[config.mk]
export PLATFORM = sky130hd
export DESIGN_NAME = pulse_shaper_hs_param
export DESIGN_NICKNAME = d
export VERILOG_FILES = /design/src/rtl/pulse_shaper_hs_param.sv
export SDC_FILE = /design/constraint.sdc
export NUM_CORES = 1
export LEC_CHECK = 0
export BUFFER_PORTS_ARGS = -buffer_cell sky130_fd_sc_hd__buf_2
export CORE_UTILIZATION = 53
export DETAILED_ROUTE_END_ITERATION = 8
export GPL_TIMING_DRIVEN = 0
export PLACE_DENSITY = 0.84
export SYNTH_ARGS = -nofsm -noshare
export SYNTH_HDL_FRONTEND = slang
export SYNTH_SLANG_ARGS = --single-unit
[constraint.sdc]
create_clock -name clock -period 1.9 [get_ports clock]
set_input_delay 0.285 -clock clock [delete_from_list [all_inputs] [get_ports clock]]
set_output_delay 0.285 -clock clock [all_outputs]
set_load 0.01 [all_outputs]
[src/rtl/pulse_shaper_hs_param.sv]
// Parametrised pulse-waveform generator. HI/LO lengths are fetched over a soc/eoc handshake and applied one period later.
// Optional build macro PULSE_SHAPER_HS_REPEAT_EN: with no new pair waiting, repeat the current HI/LO instead of stalling.
`timescale 1ns/1ps
module pulse_shaper_hs_param #(
  parameter int WIDTH      = 8,
  parameter int DEFAULT_HI = 5,
  parameter int DEFAULT_LO = 6
) (
  input  logic             clock,
  input  logic             reset,
  output logic             soc,
  input  logic             eoc,
  input  logic [WIDTH-1:0] numero,
  output logic             out,
  output logic             sync,
  output logic             pair_rdy
);

  typedef enum logic {
    GEN_LOW,
    GEN_HIGH
  } gen_state_e;

  typedef enum logic [2:0] {
    REQ_HI,
    WAIT_HI,
    REQ_LO,
    WAIT_LO,
    FULL
  } fetch_state_e;

  localparam logic [WIDTH-1:0] ONE    = WIDTH'(1);
  localparam logic [WIDTH-1:0] DEF_HI = WIDTH'(DEFAULT_HI);
  localparam logic [WIDTH-1:0] DEF_LO = WIDTH'(DEFAULT_LO);

  // A converter result of zero would make a zero-length phase; store it as one.
  function automatic logic [WIDTH-1:0] clamp_len(input logic [WIDTH-1:0] v);
    return (v == '0) ? ONE : v;
  endfunction

  // Generator state
  gen_state_e       gen_state_q, gen_state_d;
  logic [WIDTH-1:0] cnt_q, cnt_d;
  logic [WIDTH-1:0] hi_q, hi_d;
  logic [WIDTH-1:0] lo_q, lo_d;
  logic             first_q, first_d;
  logic             out_q, out_d;
  logic             sync_q, sync_d;

  // Fetch state
  fetch_state_e     fetch_q, fetch_d;
  logic             soc_q, soc_d;
  logic [WIDTH-1:0] next_hi_q, next_hi_d;
  logic [WIDTH-1:0] next_lo_q, next_lo_d;
  logic             pair_rdy_q, pair_rdy_d;

  // Cross-process strobes
  logic             start;
  logic             apply_pair;
  logic [WIDTH-1:0] start_hi;

  // NOTE: every signal gets its hold value before any branch, so no path leaves it unassigned and no latch is inferred.
  always_comb begin
    gen_state_d = gen_state_q;
    cnt_d       = cnt_q;
    hi_d        = hi_q;
    lo_d        = lo_q;
    first_d     = first_q;
    out_d       = out_q;
    sync_d      = 1'b0;
    start       = 1'b0;
    apply_pair  = 1'b0;
    start_hi    = hi_q;

    if (gen_state_q == GEN_HIGH) begin
      if (cnt_q == ONE) begin
        out_d       = 1'b0;
        cnt_d       = lo_q;
        gen_state_d = GEN_LOW;
      end else begin
        cnt_d = cnt_q - ONE;
      end
    end else begin
      if (cnt_q != ONE) begin
        cnt_d = cnt_q - ONE;
      end else if (first_q) begin
        first_d = 1'b0;
        start   = 1'b1;
      end else if (pair_rdy_q) begin
        // pair_rdy is the registered value, so a pair completing on this very edge waits a period.
        apply_pair = 1'b1;
        hi_d       = next_hi_q;
        lo_d       = next_lo_q;
        start_hi   = next_hi_q;
        start      = 1'b1;
      end else begin
`ifdef PULSE_SHAPER_HS_REPEAT_EN
        start = 1'b1;
`else
        start = 1'b0;
`endif
      end
    end

    if (start) begin
      out_d       = 1'b1;
      cnt_d       = start_hi;
      sync_d      = 1'b1;
      gen_state_d = GEN_HIGH;
    end
  end

  always_comb begin
    fetch_d    = fetch_q;
    soc_d      = 1'b0;
    next_hi_d  = next_hi_q;
    next_lo_d  = next_lo_q;
    pair_rdy_d = pair_rdy_q;

    if (apply_pair) begin
      pair_rdy_d = 1'b0;
    end

    case (fetch_q)
      REQ_HI: begin
        if (!eoc) fetch_d = WAIT_HI;
        else      soc_d   = 1'b1;
      end
      WAIT_HI: begin
        if (eoc) begin
          next_hi_d = clamp_len(numero);
          fetch_d   = REQ_LO;
        end
      end
      REQ_LO: begin
        if (!eoc) fetch_d = WAIT_LO;
        else      soc_d   = 1'b1;
      end
      WAIT_LO: begin
        if (eoc) begin
          next_lo_d  = clamp_len(numero);
          pair_rdy_d = 1'b1;
          fetch_d    = FULL;
        end
      end
      FULL: begin
        // Entering FULL sets pair_rdy on the same edge, so a low value here means it was consumed.
        if (!pair_rdy_q) fetch_d = REQ_HI;
      end
      default: fetch_d = REQ_HI;
    endcase
  end

  // NOTE: sequential state uses non-blocking assignments so every flop samples pre-edge values.
  always_ff @(posedge clock) begin
    if (reset) begin
      gen_state_q <= GEN_LOW;
      cnt_q       <= ONE;
      hi_q        <= DEF_HI;
      lo_q        <= DEF_LO;
      first_q     <= 1'b1;
      out_q       <= 1'b0;
      sync_q      <= 1'b0;
      fetch_q     <= REQ_HI;
      soc_q       <= 1'b0;
      next_hi_q   <= ONE;
      next_lo_q   <= ONE;
      pair_rdy_q  <= 1'b0;
    end else begin
      gen_state_q <= gen_state_d;
      cnt_q       <= cnt_d;
      hi_q        <= hi_d;
      lo_q        <= lo_d;
      first_q     <= first_d;
      out_q       <= out_d;
      sync_q      <= sync_d;
      fetch_q     <= fetch_d;
      soc_q       <= soc_d;
      next_hi_q   <= next_hi_d;
      next_lo_q   <= next_lo_d;
      pair_rdy_q  <= pair_rdy_d;
    end
  end

  assign soc      = soc_q;
  assign out      = out_q;
  assign sync     = sync_q;
  assign pair_rdy = pair_rdy_q;

  a_cnt_nonzero: assert property (@(posedge clock) disable iff (reset) cnt_q != '0);
  a_sync_in_high: assert property (@(posedge clock) disable iff (reset) sync_q |-> out_q);
  a_soc_in_req: assert property (@(posedge clock) disable iff (reset)
    soc_q |-> (fetch_q == REQ_HI || fetch_q == REQ_LO));
  a_rdy_full: assert property (@(posedge clock) disable iff (reset) pair_rdy_q |-> fetch_q == FULL);

endmodule

==> key figures <==
Timing
  • Finish-stage setup viols: 0
  • Final worst setup slack: 82.44 ps
  • Period utilisation layout: 95.66%
  • Worst Max-Slew Pin Slew: 919.6 ps
  • Setup TNS: 0 ps
  • Clock Skew: 4.911 ps
  • Peak Freq: 550.2 MHz
  • Slew Viols, Final: 0
  • RSZ-0062 raised after global routing: false
  • Slew margin rel.: 38.56%
  • Min Tclk post-route: 1818 ps
  • Final Hold Fails: 0

Setup path
  • Worst Path Max Fanout: 5
  • Kind of critical path: reg2reg
  • CP Data Arrival Time: 2020 ps
  • Worst Path Required: 2110 ps
  • CP Capture Type: flip-flop
  • Setup crit start kind: flip-flop

Placed design
  • Area after DPL: 2251 um2
  • Routability cong.: 0.8894
  • Dpl ws: -71.35 ps
  • Inst Count DP: 310
  • Hpwl dp: 3167 um
  • Port Buf Inserts: 14

Floorplanning
  • Chip width: 65.26 um
  • Total core area: 3744 um2
  • IO Count: 15
  • DIE AREA: 4258 um2
  • Initial core utilization: 56.65%
  • Row count: 22
  • Die height: 65.26 um

Clocking
  • Clk sinks: 49
  • Htree depth: 2
  • Clk slew on worst S/H paths: 90 ps
  • Worst skew pair latency: 310 ps
  • Clock tree buffer depth: 2
  • CTS tree: done
  • CTS Buf Count: 5
  • Root buf cell: clkbuf_8
  • Hold Buf Count CTS: 0

Final layout
  • Diode count: 0
  • Area of the multi-input gates: 1095 um2
  • Most frequent cells in the layout: dfxtp_1, nand2_1, a21oi_1, nor2_1, mux2i_1
  • FF+latch area: 982.2 um2
  • Non-filler instance count after layout: 318
  • Fin nets: 283
  • Layout Area Growth over Synthesis: 13.45%
  • Layout cells sized above 1: 13.33%
  • Design Area, Final: 2406 um2
  • Fill cells: 338
  • Post-layout util: 64.27%
  • Commonest non-fill, non-tap cell in the layout: dfxtp_1

Synth
  • Post-synthesis register bit count: 49
  • Register area share after synthesis: 46.25%
  • Mapped Area: 2121 um2
  • Top FF cell, synth: dfxtp_1
  • Mapped Cells: 248
  • Syn nets: 261
  • Syn Area/Cell: 8.552 um2
  • Post-synth ARST share: 0%
  • Post-synth EDFFs: 0
  • Yosys warnings: 0
  • Distinct cells, synth: 46

Global routing
  • Vias in the first global route: 1548
  • First-pass GRT wire length: 7327 um
  • Grt ovf: 0
  • Largest net degree at the start of global routing: 16
  • GRT Total Usage: 23.05%
  • Antenna violations before repair: 0

Power
  • Leak: 0.0009951 uW
  • Maximum vdd drop: 556.8 uV
  • Cell Pwr Density: 1314 nW/um2

Detailed routing
  • WL final: 4511 um
  • Routed WL per cell: 14.19 um
  • Vias: 1800
  • DRC viols: 0
  • Drt initial violations: 129
  • Vias per cell: 5.660
  • DR pass1 iterations: 4
  • DRT antenna net count: 0

Job
  • Max Cap Viol: 0

Min path
  • Hold Crit Class: in2reg

Outcome
  • Outcome: completed
==> metrics by stage <==
stage | total power (uW) | hold slack [ps]
2_1_floorplan | 2043 | 361.8
3_3_place_gp | 2263 | 443.7
3_5_place_dp | 2285 | 449.2
4_1_cts | 3114 | 163.9
5_1_grt | 3343 | 157.7
6_report | 3161 | 169.7
==> critical path, cell delays in order, from the launching register on <==
cell     delay [ps]
dfxtp_1         350
inv_2           100
ha_2            220
or3b_2          520
nor2_4          150
nor2_1           50
o311a_1         310
==> power breakdown <==
| group | total (uW) | leakage, uW | switching, uW | internal [uW] |
|---|---|---|---|---|
| combinational | 1140 | 0.000542 | 639 | 497 |
| sequential | 1280 | 0.000398 | 137 | 1140 |
| clock | 745 | 0.0000546 | 355 | 390 |
==> logic make-up (layout without fill, tap and decap cells) <==
logic type	Yosys count	in the layout	share of synthesized area [%]
buffers and inverters	18	40	3.893
flip-flops	49	49	46.25
AO/OA/AOI/OAI	53	53	14.99
adder cells (fa/ha/maj)	2	2	1.180
XOR/XNOR	4	4	1.652
AND/OR/NAND/NOR	106	106	24.48
multiplexers	16	16	7.551
==> Yosys cell counts (2+ instances only) <==
cell / count / share of area, %
nand2b_1: 2 / 0.59
nand3_1: 3 / 0.71
inv_1: 3 / 0.53
nand3b_1: 3 / 1.1
nor4_1: 2 / 0.59
o21ai_0: 3 / 0.71
a31oi_1: 2 / 0.59
nor3_1: 9 / 2.1
o211ai_1: 3 / 1.1
mux2i_1: 16 / 7.6
a211oi_1: 2 / 0.71
ha_1: 2 / 1.2
nor2b_1: 2 / 0.59
nand2_1: 47 / 8.3
nand4_1: 2 / 0.59
clkbuf_1: 12 / 2.1
nor2_1: 21 / 3.7
xor2_1: 2 / 0.83
xnor2_1: 2 / 0.83
nor3b_1: 3 / 1.1
dfxtp_1: 49 / 46
a21oi_1: 33 / 7.8
or3_1: 2 / 0.59
==> state kept, by name, summed over array words and instances, names as in the netlist <==
signal       cells
next_hi_q        8
pair_rdy         1
fetch_q          3
sync             1
first_q          1
cnt_q            8
out              1
soc              1
hi_q             8
lo_q             8
gen_state_q      1
next_lo_q        8
==> path summary, 6_finish.rpt <==
kind / startpoint / to / slack [ps] / depth (start not counted)
worst max register to register: cnt_q[1] / cnt_q[1] / 80 / 6
worst min register to register: next_lo_q[6] / next_lo_q[6] / 460 / 2
worst min-delay path: eoc / fetch_q[0] / 170 / 2
worst max-delay path: cnt_q[1] / cnt_q[1] / 80 / 6
==> routing by layer <==
| metal | track usage (%) | wire [um] |
|---|---|---|
| met1 | 30.79 | 2188 |
| met2 | 35.95 | 2043 |
| met3 | 6.250 | 206 |
| met4 | 7.337 | 74 |
| met5 | 0 | 0 |
==> layout make-up <==
cell class / instances / share of cell area, %
multi-input combinational: 181 / 45.50
sequential: 49 / 40.82
timing repair buffer: 15 / 3.224
clock buffer: 5 / 2.860
buffer: 14 / 2.860
tap: 48 / 2.496
clock inverter: 2 / 1.612
inverter: 4 / 0.6240
==> repair_timing <==
action | in CTS | in global routing
setup endpoints to repair | 10 | 14
gates resized for setup | 6 | 4
hold endpoints to repair | 0 | 0
buffers inserted | 0 | 1
No activity file was read; power rests on OpenSTA's default activity.
